## src/rtl/password_lock_pkg.sv

```systemverilog
// Shared types and helpers for the programmable password lock.
package password_lock_pkg;

  typedef enum logic [2:0] {
    StProg  = 3'd0,
    StArmed = 3'd1,
    StCheck = 3'd2,
    StOpen  = 3'd3,
    StBoom  = 3'd4
  } state_e;

  localparam logic MODE_PROGRAMMING = 1'b0;
  localparam logic MODE_UNLOCKING   = 1'b1;

  // Thermometer code of count, clamped to four lit segments.
  function automatic logic [3:0] therm4(input int unsigned count);
    if (count >= 4) return 4'b1111;
    return 4'((32'd1 << count) - 32'd1);
  endfunction

endpackage

```

## src/rtl/password_lock_key_buffer.sv

```systemverilog
// Append-only key symbol store with a saturating write pointer and an indexed read port.
module key_buffer #(
  parameter int unsigned KEY_W   = 2,
  parameter int unsigned MAX_LEN = 8,
  localparam int unsigned LEN_W  = $clog2(MAX_LEN + 1),
  localparam int unsigned IDX_W  = (MAX_LEN > 1) ? $clog2(MAX_LEN) : 1
) (
  input  logic             clk,
  input  logic             sync_reset,
  input  logic             wr,
  input  logic [KEY_W-1:0] wr_data,
  input  logic             clr,
  input  logic [LEN_W-1:0] rd_idx,
  output logic [KEY_W-1:0] rd_data,
  output logic [LEN_W-1:0] len
);

  logic [KEY_W-1:0] mem_q [MAX_LEN];
  logic [LEN_W-1:0] len_q;
  logic             full;
  logic             do_wr;

  assign full  = (len_q == LEN_W'(MAX_LEN));
  assign do_wr = wr && !clr && !full;

  always_ff @(posedge clk) begin
    if (sync_reset) begin
      len_q <= '0;
    end else if (clr) begin
      len_q <= '0;
    end else if (do_wr) begin
      len_q <= len_q + 1'b1;
    end
  end

  // Contents need no reset: nothing is read beyond the valid length.
  always_ff @(posedge clk) begin
    if (do_wr) begin
      mem_q[len_q[IDX_W-1:0]] <= wr_data;
    end
  end

  assign rd_data = (rd_idx < LEN_W'(MAX_LEN)) ? mem_q[rd_idx[IDX_W-1:0]] : '0;
  assign len     = len_q;

endmodule

```

## src/rtl/password_lock.sv

```systemverilog
// Programmable key-sequence lock: stores a password, checks attempts one symbol per cycle,
// counts failures and latches explode after the allowed number of tries.
module password_lock
  import password_lock_pkg::*;
#(
  parameter int unsigned NUM_KEYS  = 3,
  parameter int unsigned MAX_LEN   = 8,
  parameter int unsigned MAX_TRIES = 3,
  localparam int unsigned KEY_W    = (NUM_KEYS > 1) ? $clog2(NUM_KEYS) : 1,
  localparam int unsigned LEN_W    = $clog2(MAX_LEN + 1),
  localparam int unsigned TRY_W    = $clog2(MAX_TRIES + 1)
) (
  input  logic             clk,
  input  logic             sync_reset,
  input  logic             mode,
  input  logic             key_valid,
  input  logic [KEY_W-1:0] key_code,
  input  logic             enter,
  output logic             unlocked,
  output logic             explode,
  output logic [3:0]       led,
  output logic             busy
);

  localparam logic [KEY_W:0] NUM_KEYS_W = NUM_KEYS[KEY_W:0];

  state_e           state_q, state_d;
  logic [LEN_W-1:0] plen_q, plen_d;
  logic [LEN_W-1:0] idx_q, idx_d;
  logic [LEN_W-1:0] miss_q, miss_d;
  logic [TRY_W-1:0] tries_q, tries_d;
  logic [3:0]       led_q, led_d;

  logic             prog_wr, prog_clr, att_wr, att_clr;
  logic [KEY_W-1:0] prog_rd, att_rd;
  logic [LEN_W-1:0] plen_wr, alen;
  logic             key_ok;
  logic [LEN_W-1:0] check_len;
  logic             last_idx;
  logic             pos_miss;
  logic [LEN_W-1:0] miss_total;
  logic [TRY_W-1:0] tries_inc;

  key_buffer #(
    .KEY_W   (KEY_W),
    .MAX_LEN (MAX_LEN)
  ) u_prog_buf (
    .clk        (clk),
    .sync_reset (sync_reset),
    .wr         (prog_wr),
    .wr_data    (key_code),
    .clr        (prog_clr),
    .rd_idx     (idx_q),
    .rd_data    (prog_rd),
    .len        (plen_wr)
  );

  key_buffer #(
    .KEY_W   (KEY_W),
    .MAX_LEN (MAX_LEN)
  ) u_att_buf (
    .clk        (clk),
    .sync_reset (sync_reset),
    .wr         (att_wr),
    .wr_data    (key_code),
    .clr        (att_clr),
    .rd_idx     (idx_q),
    .rd_data    (att_rd),
    .len        (alen)
  );

  assign key_ok     = key_valid && ({1'b0, key_code} < NUM_KEYS_W);
  assign check_len  = (plen_q > alen) ? plen_q : alen;
  assign last_idx   = (idx_q == check_len - 1'b1);
  // Positions past either sequence's end always count as a miss.
  assign pos_miss   = (idx_q >= plen_q) || (idx_q >= alen) || (prog_rd != att_rd);
  assign miss_total = miss_q + LEN_W'(pos_miss);
  assign tries_inc  = tries_q + 1'b1;

  always_ff @(posedge clk) begin
    if (sync_reset) begin
      state_q <= StProg;
      plen_q  <= '0;
      idx_q   <= '0;
      miss_q  <= '0;
      tries_q <= '0;
      led_q   <= '0;
    end else begin
      state_q <= state_d;
      plen_q  <= plen_d;
      idx_q   <= idx_d;
      miss_q  <= miss_d;
      tries_q <= tries_d;
      led_q   <= led_d;
    end
  end

  always_comb begin
    state_d  = state_q;
    plen_d   = plen_q;
    idx_d    = idx_q;
    miss_d   = miss_q;
    tries_d  = tries_q;
    led_d    = led_q;
    prog_wr  = 1'b0;
    prog_clr = 1'b0;
    att_wr   = 1'b0;
    att_clr  = 1'b0;
    unique case (state_q)
      StProg: begin
        if (mode == MODE_UNLOCKING) begin
          if (plen_q != '0) state_d = StArmed;
        end else if (enter) begin
          if (plen_wr != '0) begin
            plen_d   = plen_wr;
            prog_clr = 1'b1;
            tries_d  = '0;
          end
        end else if (key_ok) begin
          prog_wr = 1'b1;
        end
      end
      StArmed: begin
        if (mode == MODE_PROGRAMMING) begin
          state_d = StProg;
          att_clr = 1'b1;
          led_d   = '0;
          tries_d = '0;
        end else if (enter) begin
          if (alen != '0) begin
            state_d = StCheck;
            idx_d   = '0;
            miss_d  = '0;
          end
        end else if (key_ok) begin
          att_wr = 1'b1;
          led_d  = '0;
        end
      end
      StCheck: begin
        idx_d  = idx_q + 1'b1;
        miss_d = miss_total;
        if (last_idx) begin
          att_clr = 1'b1;
          if (miss_total == '0) begin
            state_d = StOpen;
          end else begin
            tries_d = tries_inc;
            if (tries_inc == TRY_W'(MAX_TRIES)) begin
              state_d = StBoom;
              led_d   = 4'b1111;
            end else begin
              state_d = StArmed;
              led_d   = therm4(32'(miss_total));
            end
          end
        end
      end
      StOpen: begin
        if (mode == MODE_PROGRAMMING) begin
          state_d = StProg;
          tries_d = '0;
        end
      end
      StBoom:  state_d = StBoom;
      default: state_d = StProg;
    endcase
  end

  assign unlocked = (state_q == StOpen);
  assign explode  = (state_q == StBoom);
  assign busy     = (state_q == StCheck);
  assign led      = led_q;

endmodule

```

## config.mk

```make
export PLATFORM = sky130hd
export DESIGN_NAME = password_lock
export DESIGN_NICKNAME = d
export VERILOG_FILES = /design/src/rtl/password_lock_pkg.sv /design/src/rtl/password_lock_key_buffer.sv /design/src/rtl/password_lock.sv
export SDC_FILE = /design/constraint.sdc
export NUM_CORES = 1
export LEC_CHECK = 0
export ABC_AREA = 1
export CORE_UTILIZATION = 34
export DETAILED_ROUTE_END_ITERATION = 16
export SLEW_MARGIN = 20
export SYNTH_ARGS = -nofsm -noshare
export SYNTH_HDL_FRONTEND = slang
export SYNTH_SLANG_ARGS = --single-unit
```

## constraint.sdc

```tcl
create_clock -name clk -period 4.6 [get_ports clk]
set_input_delay 0.69 -clock clk [delete_from_list [all_inputs] [get_ports clk]]
set_output_delay 0.69 -clock clk [all_outputs]
set_load 0.03 [all_outputs]
```

Word-level counts from Yosys, hierarchy flattened
Memories as Yosys holds them, arrays and structs flattened. A register that Yosys moved wholly into a read port is not among the register bits.
Index checks and enable logic that the tools add are counted.

word-level totals
  register bits = 29
  memory bits (writable) = 32
  input bits = 7
  output and inout port bits = 7
  memories kept = 2

cells by class
  add/subtract/negate cells = 7
  $lt $le $gt $ge = 6
  equality and inequality tests = 25
  shift-type cells = 1
  muxes and demuxes = 60
  bitwise gates (word level) = 1
  reduce and logical (&&, ||, !) cells = 26

memories
  memory            words  width  read ports  clocked after Yosys merged registers in  wr ports  RTL line                        text
  u_att_buf.mem_q   8      2      1           1                                        1         password_lock_key_buffer.sv:18  logic [KEY_W-1:0] mem_q [MAX_LEN];
  u_prog_buf.mem_q  8      2      1           1                                        1         password_lock_key_buffer.sv:18

operators with widths
  kind                   count
  $mux W4                12
  $mux W3                13
  $pmux W4 S2            3
  $ne A2 B2 Y1 const B   11
  $mux W1                21
  $mux W2                8
  $pmux W3 S5            1
  $add A4 B1 Y4 const B  3
  $ne A3 B3 Y1 const B   4
  $reduce_bool A4 Y1     3
  $eq A4 B4 Y1 const B   2
  $ge A4 B4 Y1           2
  $reduce_and A4 Y1      2
  $sub A4 B1 Y4 const B  2
  $reduce_and A7 Y1      1
  $eq A3 B2 Y1 const B   2
  $pmux W2 S3            1
  $reduce_and A6 Y1      1
  $reduce_or A2 Y1       3
  $logic_and A1 B1 Y1    5
  $reduce_and A5 Y1      1
  $add A4 B1 Y4          1
  $eq A4 B4 Y1           1
  $ge A4 B3 Y1 const B   1
  18 further kinds       22

Depth between registers and ports, before layout
Gate-level depths: netlist of the first run.

  depth in word-level cells = 16
  gate-level depth with buffers = 24
  gate-level depth less buffers = 22

Modules after synthesis
A second synthesis of the first run with hierarchy kept.

unflattened totals
  cell total of the unflattened synthesis = 484
  area total of the unflattened synthesis = 3858.7 um^2

by module, submodules not included
  module         instances  cells each  area each (um^2)  sequential area each (um^2)
  key_buffer     2          115         1024.7            560.5
  password_lock  1          254         1809.2            420.4

Least setup slack after synthesis of the first run
Ideal clock, no wire load.

  path kind = register -> register
  start = register idx_q[0]
  end = register led_q[1] (netlist: led[1])
  data arrival time = 2925 ps
  setup slack = 1542 ps
  cell stages (with the launch flop) = 21
  path buffers = 0
  clock period less this slack = 3058 ps
  cell sequence = dfxtp_1 inv_1 ha_1 inv_1 a21boi_0 o21a_1 o21a_1 a2111oi_0 nand2_1 ha_1 ha_1 xnor2_1 nand2_1 inv_2 nand3_1 ha_1 nand2_1 o21ai_0 inv_1 nand3_1 a21oi_1

on the way
  cells in the longest elaborated chain, start to end = 16
  elaborated cells between the ends (all ways) = 27

ends and longest elaborated chain
  element                   RTL line                        text
  start: declaration        password_lock.sv:29             logic [LEN_W-1:0] idx_q, idx_d;
  start signal: assignment  password_lock.sv:91             idx_q <= idx_d;
  $lt A4 B4 Y1              password_lock_key_buffer.sv:43  assign rd_data = (rd_idx < LEN_W'(MAX_LEN)) ? mem_q[rd_idx[IDX_W-1:0]] : '0;
  $mux W2                   password_lock_key_buffer.sv:43
  $ne A2 B2 Y1              password_lock.sv:76             assign pos_miss = (idx_q >= plen_q) || (idx_q >= alen) || (prog_rd != att_rd);
  $logic_or A1 B1 Y1        password_lock.sv:76
  $add A4 B1 Y4             password_lock.sv:77             assign miss_total = miss_q + LEN_W'(pos_miss);
  $ge A4 B3 Y1              password_lock_pkg.sv:17         if (count >= 4) return 4'b1111;
  $mux W1                   password_lock_pkg.sv:17
  $mux W1                   password_lock.sv:149            if (tries_inc == TRY_W'(MAX_TRIES)) begin
  $mux W1                   password_lock.sv:145            if (miss_total == '0) begin
  $mux W1                   password_lock.sv:143            if (last_idx) begin
  $mux W1                   password_lock.sv:109            unique case (state_q)
  $mux W4                   password_lock_pkg.sv:18         return 4'((32'd1 << count) - 32'd1);
  $mux W4                   password_lock.sv:149
  $mux W4                   password_lock.sv:145
  $mux W4                   password_lock.sv:143
  $pmux W4 S2               password_lock.sv:109
  end signal: assignment    password_lock.sv:94             led_q <= led_d;
  end: declaration          password_lock.sv:32             logic [3:0] led_q, led_d;

Parallel ways exist; a longest one is shown, timed or not. The select of a mux whose other input is x is not followed.
A chain may end at the register's enable or synchronous reset.

==> out/qor.yml, run 1 <==
routing:
  dr.first_iter.drc_count: 167
  dr.max_layer_used: "met4"
  dr.pass1.iters: 4
  drtAntennaViolNets: 0
  met1_length_um: 3670
  routed_wl_um: 7540
  dr_wl_met3_um: 211
  vias_per_cell: 4.91
  vias: 2779
  wl_per_cell_um: 13.3
  dr_wl_met2_um: 3510
  drc_errors: 0
hold_path:
  hold_depth: 2
  whs_endpoint: "led[3]"
  hp-class: "register to register"
  min_from: "led[3]"
clock_network:
  post_cts_resize_count: 0
  htree_num_levels: 3
  ctsHoldBuffers: 0
  cts_tree: "built"
  path_clk_slew_ps: 80
  clkLatencyLatePin_ps: 340
  clockBufferDepth: 2
  clock-root-buffer: "clkbuf_8"
  numCtsBuffers: 9
  cts.sinks: 64
  post_cts_buffers: 0
timing:
  fin_setup_tns_ps: 0
  grt_setup_unrepaired: "no"
  worst_pin_slew_ps: 594
  maxSlewViolCount: 0
  finalCritPeriodShare_pct: 74.8
  finClkSkew_ps: 11.9
  hold_ws_ps: 467
  period_needed_ps: 3440
  fmax_mhz: 291
  finalHoldViolCount: 0
  setup_viol: 0
  max_slew_margin_pct: 60.3
critical_path:
  startpoint_type: "register"
  slowest_stage: "dfxtp_1"
  critical_path.max_fanout: 17
  cp_common_cell: "nand2_1"
  path_delay_family: "simple AND/OR/NAND/NOR gates"
  path_buf_inv: 3
  slowest_delay_ps: 650
  endpoint_kind: "register"
  reg2reg_depth: 22
  critPathArrivalTime_ps: 3710
  r2r_end: "led[2]"
  crit_chain: "inv_2, nor2_1, o32ai_1, nand2_1, nand2_1, xor2_1, o21ai_1, nand2_1, ha_1, ha_1, xnor2_1, nand2_1, inv_2, nand3_1, ha_1, inv_1, nand2_1, nand3_1, nor2_1, nor2_1, nand3_1, a21oi_1"
  rrSetupSlack_ps: 1160
  crit_type: "register to register"
  cp.required_ps: 4870
cells_and_area:
  final_cell_mix: "nand2_1, nor2_1, inv_1"
  post-route-util_pct: 39.9
  post-route-cell-area_um2: 3960
  drive_above_1_share_pct: 14.8
  layout_commonest_cell: "nand2_1"
  n_fill_cell: 1020
  nNetsFinal: 457
  syn_to_final_growth_pct: 12.0
  num_antenna_cells: 0
floorplanning:
  fp.dieH_um: 104
  die_w_um: 104
  ioPinCount: 14
  row_count: 36
  start_util_pct: 35.7
  die-area_um2: 10800
  fp.coreArea_um2: 9910
place:
  post-dp-hpwl_um: 5570
  place_congestion: 0.833
  post_dp_cell_area_um2: 3790
  portBuffers: 13
grt:
  grt_pass1_vias: 2637
  track_usage_pct: 14.8
  grt-ovfl-total: 0
  antenna_found_initial: 0
  grt_max_degree: 18
  grt_pass1_wl_um: 12700
pwr:
  leakage_nw: 1.54
  p_int_mw: 0.866
  swShare_pct: 28.8
  power_frac_seq_pct: 50.7
  power_mw: 1.22
  power_density_nw_per_um2: 307
  irDropWorstVdd_mv: 0.130
  p_clk_share_pct: 35.0
  p_comb_share_pct: 14.2
  p_sw_mw: 0.350
logic_synthesis:
  synth_warnings: 0
  synth-edff-count: 32
  ys_types: 41
  synth_area_per_cell_um2: 8.58
  syn-num-nets: 441
  yosys_register_bits: 64
  syn_inst: 412
  synth-seq-area-share_pct: 45.3
  syn_area_um2: 3530
  synth_ff_type: "edfxtp_1"
  ys_async_sr_fraction_pct: 0
run:
  maxCapViolCount: 0
outcome:
  outcome: "completed"
## Yosys cell counts (all sizes together), types with 4 or more instances
| master | number | area [um2] |
|---|---|---|
| o32ai | 7 | 61.3 |
| edfxtp | 32 | 961 |
| a21oi | 25 | 133 |
| ha | 22 | 275 |
| dfxtp | 32 | 641 |
| clkbuf | 4 | 15.0 |
| nand3 | 31 | 193 |
| buf | 4 | 30.0 |
| nor3 | 21 | 115 |
| xor2 | 7 | 61.3 |
| inv | 53 | 201 |
| nand2 | 77 | 352 |
| nor2 | 50 | 200 |
| o21ai | 22 | 110 |
## power by group through the flow
stage | registers [mW] | clock network (mW) | logic [mW]
after CTS | 0.617 | 0.439 | 0.174
after global routing | 0.618 | 0.462 | 0.198
final | 0.617 | 0.426 | 0.173
after global placement | 0.630 | 0 | 0.170
after detailed placement | 0.630 | 0 | 0.173
after floorplan | 0.627 | 0 | 0.138
## through the flow
step	cells	setup WS (ps)
2_1_floorplan	412	1540
3_3_place_gp	550	1190
3_5_place_dp	550	1150
4_1_cts	566	1140
5_1_grt	566	619
6_report	566	1160
## worst min-delay path, delay by kind of cell, from the launching register on
| family | cells | cell delay (ps) |
|---|---|---|
| flip-flops | 1 | 320 |
| AND/OR/NAND/NOR | 1 | 60 |
| AO/OA/AOI/OAI | 1 | 50 |
## metal layers
metal | global-route usage (%) | vias to the layer above
li1 | - | 1428
met1 | 18.7 | 1301
met2 | 24.4 | 37
met3 | 3.38 | 13
met4 | 5.82 | 0
met5 | 0 | -
## state kept, by name, indices dropped and copies added, names as in the netlist, named ones only
name,flops
u_prog_buf.len,4
state_q,3
u_att_buf.mem_q,16
plen_q,4
idx_q,4
miss_q,4
tries_q,2
led,4
u_prog_buf.mem_q,16
u_att_buf.len,4
## kinds of logic (layout without fill, tap and decap cells)
family / Yosys count / count (layout) / synth area share, %
flip-flops: 64 / 64 / 45.3
AND/OR/NAND/NOR: 186 / 186 / 25.6
AO/OA/AOI/OAI: 66 / 66 / 11.4
adder cells (fa/ha/maj): 22 / 22 / 7.79
buffers and inverters: 63 / 84 / 7.19
XOR/XNOR: 10 / 10 / 2.48
multiplexers: 1 / 1 / 0.283
## cell type report
type / count / area, um2 / share of cell area, %
inverter: 55 / 209 / 5.28
sequential: 64 / 1600 / 40.5
timing repair buffer: 13 / 130 / 3.29
clock inverter: 7 / 47.5 / 1.20
tap: 133 / 166 / 4.20
multi-input combinational: 285 / 1680 / 42.4
clock buffer: 9 / 124 / 3.13
## how the worst max path moves through the flow
| stage | startpoint | to | slack [ps] | cells past startpoint |
|---|---|---|---|---|
| 6_report | register | led[2] | 1160 | 22 |
| 2_1_floorplan | idx_q[0] | led[1] | 1540 | 20 |
| 5_1_grt | register | led[2] | 620 | 22 |
| 4_1_cts | register | led[2] | 1140 | 22 |
| 3_5_place_dp | register | led[2] | 1150 | 22 |
| 3_3_place_gp | idx_q[0] | led[2] | 1190 | 22 |
Power figures use the tool's default switching activity.
==> inputs of run 2 (changes only) <==
clock period = 3.1 ns   (was 4.6 ns; I/O delays follow)
==> run 2 against run 1 <==
- critical path depth down 2
- wire length grew 5.2%
- first-iteration DRC count fell by 40%
- critical endpoint unchanged
- core utilization rose by 4.5 points
- flip-flop and latch count unchanged
- clock skew is 3.4 ps lower
- the run now ends with setup timing left
==> out/qor.yml, run 2 (synthesis gave the netlist of run 1 again) <==
critical_path:
  endpoint_kind: "register"
  startpoint_type: "register"
  cp.required_ps: 3380
  critical_path.max_fanout: 4
  critPathArrivalTime_ps: 3400
  crit_type: "register to register"
grt:
  antenna_found_initial: 0
  grt_use_met1_pct: 19.1
  grt_pass1_wl_um: 13000
  grt_busiest_layer: "met2"
  grt_max_degree: 17
  grt_pass1_vias: 2727
  track_usage_pct: 15.3
  grt-ovfl-total: 0
  gr-usage-met3_pct: 4.01
  grt_use_met2_pct: 25.3
clock_network:
  clock-root-buffer: "clkbuf_8"
  ctsHoldBuffers: 0
  path_clk_slew_ps: 80
  numCtsBuffers: 9
  clkLatencyLatePin_ps: 350
  cts_tree: "built"
  clockBufferDepth: 2
  cts.sinks: 64
  htree_num_levels: 3
pwr:
  irDropWorstVdd_mv: 0.209
  swShare_pct: 27.0
  power_density_nw_per_um2: 457
  p_int_mw: 1.47
  p_sw_mw: 0.545
  power_frac_seq_pct: 45.3
  p_comb_share_pct: 13.9
  p_clk_share_pct: 40.8
  leakage_nw: 1.75
routing:
  routed_wl_um: 7930
  drc_errors: 0
  drtAntennaViolNets: 0
  wl_per_cell_um: 13.3
  dr.first_iter.drc_count: 101
  vias_per_cell: 4.80
  vias: 2868
  dr.pass1.iters: 4
hold_path:
  hp-class: "register to register"
place:
  portBuffers: 13
  post-dp-hpwl_um: 5720
  post_dp_cell_area_um2: 3970
  place_congestion: 0.870
  dp.cells: 575
cells_and_area:
  syn_to_final_growth_pct: 24.6
  final_cell_mix: "nand2_1, nor2_1, inv_1"
  layout_commonest_cell: "nand2_1"
  fin_cells: 598
  nNetsFinal: 489
  drive_above_1_share_pct: 27.1
  num_antenna_cells: 0
  post-route-cell-area_um2: 4410
  post-route-util_pct: 44.5
outcome:
  outcome: "finished, violations left"
  violations: "setup timing"
timing:
  finalCritPeriodShare_pct: 100
  setup_viol: 1
  period_needed_ps: 3120
  max_slew_margin_pct: 66.0
  fmax_mhz: 321
  finalHoldViolCount: 0
  hold_ws_ps: 469
  worst_pin_slew_ps: 508
  finClkSkew_ps: 8.50
  grt_setup_unrepaired: "yes"
  maxSlewViolCount: 0
  layout_setup_ws_ps: -15.4
floorplanning:
  fp.dieH_um: 104
  die-area_um2: 10800
  row_count: 36
  ioPinCount: 14
  start_util_pct: 35.7
  fp.coreArea_um2: 9910
  die_w_um: 104
run:
  maxCapViolCount: 0
==> run 2: cell types whose count changed in the layout (fill, tap and decap cells not counted), moves of 4 or more <==
cell / before / now
buf_4: 0 / 30
dfxtp_1: 32 / 26
dfxtp_2: 0 / 5
ha_1: 22 / 17
ha_4: 0 / 4
inv_1: 37 / 33
==> run 2: layout make-up <==
cell class | instances | area, um2
Clock buffer | 9 | 124
Clock inverter | 7 | 103
Multi-Input combinational cell | 285 | 1810
Timing Repair Buffer | 45 | 378
Fill cell | 988 | 5500
Tap cell | 133 | 166
Sequential cell | 64 | 1610
Inverter | 55 | 211
==> run 2: per-stage QoR <==
step	setup slack, ps	power, mW	setup TNS [ps]
floorplan	41.6	1.13	0
global placement	-31.3	1.20	-48.3
detailed placement	-199	1.20	-657
CTS	5.92	2.03	0
global route	-234	2.11	-1220
finish	-15.4	2.01	-15.4
==> run 2: routing by layer <==
layer  share of wire, %  up-vias
met1                 48     1326
met2                 47       41
li1                   -     1492
met4                1.7        0
met5                  0        -
met3                3.2        9
==> run 2: path summary, 6_finish.rpt <==
check,start,to,slack [ps],cells after the start
worst max register to register,idx_q[1],led[2],-20,20
worst min register to register,led[3],led[3],470,2
worst max-delay path,idx_q[1],led[2],-20,20
worst min-delay path,led[3],led[3],470,2
==> run 2: critical path: stages (launching register included) <==
cell,delay [ps]
dfxtp_4,370
ha_4,220
a21boi_2,140
o21a_1,190
o21a_1,200
a2111oi_2,280
nand2_1,130
ha_2,210
ha_4,160
xnor2_2,130
nand2_1,110
inv_2,120
nand3_2,90
ha_4,170
inv_2,40
nand2_1,40
nand3_1,80
nor2_1,40
nor2_1,110
nand3_1,80
a21oi_1,120
==> run 2: power groups by stage <==
stage	logic, mW	clock network, mW	registers, mW
floorplan	0.204	0	0.930
global placement	0.266	0	0.931
detailed placement	0.269	0	0.932
CTS	0.272	0.849	0.912
global route	0.316	0.884	0.914
finish	0.280	0.821	0.912
==> run 2: timing repair <==
| action | 4_1_cts | 5_1_grt |
|---|---|---|
| endpoints found under the setup margin | 8 | 9 |
| pin swaps | 4 | 15 |
| resized for setup | 16 | 23 |
| setup buffers | 3 | 4 |
==> inputs of run 3 (changes only) <==
PLACE_DENSITY_LB_ADDON = 0.1   (was not set)
==> run 3 against run 2 <==
- the flow now finishes without violations
- wire length is 8.5% higher
- flip-flop and latch count stayed put
- worst setup slack better by 40 ps
- via count is 2.4% higher
- power is 1.1% higher
- final area is 1.1% higher
- non-clock buffer count is 5 higher
- sequential power hardly changed
- critical path type unchanged
- register-to-register slack better by 40 ps
- clock-buffer cell count is 1 higher
- clock power is 2.7% higher
==> out/qor.yml, run 3 (synthesis gave the netlist of run 1 again) <==
outcome:
  outcome: "completed"
routing:
  vias_per_cell: 4.87
  drtAntennaViolNets: 0
  drc_errors: 0
  vias: 2938
  wl_per_cell_um: 14.3
  routed_wl_um: 8600
  dr.pass1.iters: 4
  dr.first_iter.drc_count: 151
place:
  portBuffers: 13
  post_dp_cell_area_um2: 4020
  post-dp-hpwl_um: 6150
  place_congestion: 0.790
cells_and_area:
  nNetsFinal: 494
  syn_to_final_growth_pct: 26.1
  n_fill_cell: 999
  layout_commonest_cell: "nand2_1"
  drive_above_1_share_pct: 27.0
  final_cell_mix: "nand2_1, nor2_1, buf_4"
  num_antenna_cells: 0
  post-route-cell-area_um2: 4460
critical_path:
  startpoint_type: "register"
  crit_type: "register to register"
  critPathArrivalTime_ps: 3310
  endpoint_kind: "register"
  crit_path_start: "idx_q[1]"
  worstReg2RegStart: "idx_q[1]"
  cp.required_ps: 3340
  critical_path.max_fanout: 3
timing:
  finClkSkew_ps: 10.7
  grt_setup_unrepaired: "yes"
  worst_pin_slew_ps: 542
  hold_ws_ps: 467
  finalHoldViolCount: 0
  setup_viol: 0
  max_slew_margin_pct: 63.7
  finalCritPeriodShare_pct: 99.2
  period_needed_ps: 3070
  maxSlewViolCount: 0
  fmax_mhz: 325
clock_network:
  cts.sinks: 64
  numCtsBuffers: 9
  ctsHoldBuffers: 0
  clkLatencyLatePin_ps: 350
  clock-root-buffer: "clkbuf_8"
  cts_tree: "built"
  htree_num_levels: 3
  clockBufferDepth: 2
  path_clk_slew_ps: 80
grt:
  grt_pass1_wl_um: 14200
  track_usage_pct: 16.6
  grt_max_degree: 17
  antenna_found_initial: 0
  grt-ovfl-total: 0
  grt_pass1_vias: 2777
floorplanning:
  fp.coreArea_um2: 9910
  fp.dieH_um: 104
  die_w_um: 104
  ioPinCount: 14
  start_util_pct: 35.7
  row_count: 36
  die-area_um2: 10800
run:
  maxCapViolCount: 0
hold_path:
  min_from: "led[0]"
  hp-class: "register to register"
pwr:
  leakage_nw: 1.77
  swShare_pct: 27.0
  p_clk_share_pct: 41.4
  p_sw_mw: 0.550
  p_comb_share_pct: 13.8
  p_int_mw: 1.49
  power_frac_seq_pct: 44.8
  power_density_nw_per_um2: 457
  irDropWorstVdd_mv: 0.191
==> run 3: worst paths after layout <==
kind	endpoint	slack, ps	cells past startpoint
max	led[3]	30	18
min	led[0]	470	2
max reg2reg	led[3]	30	18
min reg2reg	led[0]	470	2
==> run 3: critical path, stage by stage, from the launching register on <==
cell	delay, ps
dfxtp_4	370
ha_4	230
a21boi_2	150
o21a_1	180
o21a_1	210
a2111oi_4	290
nand2_2	130
ha_4	190
nand3_1	130
xor2_2	190
nand2_2	100
buf_4	140
buf_4	120
buf_4	120
buf_4	120
o21ai_1	110
inv_1	50
nand3_1	90
a21oi_1	70
==> run 3: routing by layer <==
layer | part of all wire [%] | wire (um) | GRT usage, % | vias to the layer above
li1 | - | - | - | 1502
met1 | 51 | 4380 | 24.1 | 1352
met2 | 44 | 3760 | 24.7 | 74
met3 | 4.2 | 363 | 3.20 | 10
met4 | 1.1 | 95 | 5.00 | 0
met5 | 0 | 0 | 0 | -
==> run 3: power by group through the flow <==
stage          clock (mW)  combinational [mW]  sequential (mW)
2_1_floorplan           0               0.204            0.930
3_3_place_gp            0               0.270            0.931
3_5_place_dp            0               0.272            0.932
4_1_cts             0.861               0.275            0.912
5_1_grt             0.894               0.322            0.914
6_report            0.843               0.282            0.912
==> run 3: cell type report <==
cell class / count / area (um2) / area share [%]
clock buffers: 10 / 138 / 3.09
clock inverters: 6 / 91.3 / 2.05
inverters: 55 / 211 / 4.75
multi-input cells: 285 / 1820 / 40.8
flip-flops and latches: 64 / 1610 / 36.1
well taps: 133 / 166 / 3.73
repair buffers: 50 / 420 / 9.44
==> run 3: repair_timing <==
action,in CTS,in global routing
endpoints found under the setup margin,6,9
gates resized for setup,11,28
setup buffers,7,1
pin swaps,3,14
==> run 3: stage by stage <==
stage / TNS (ps) / util, % / std cells / worst slack (ps) / power [mW]
after detailed placement: -196 / 40.5 / 579 / -109 / 1.20
after global placement: -60.9 / 40.5 / 579 / -32.6 / 1.20
after floorplan: 0 / - / 412 / 41.6 / 1.13
after CTS: 0 / 43.7 / 602 / 18.7 / 2.05
after global routing: -741 / 45.0 / 603 / -154 / 2.13
final: 0 / 45.0 / 603 / 25.1 / 2.04
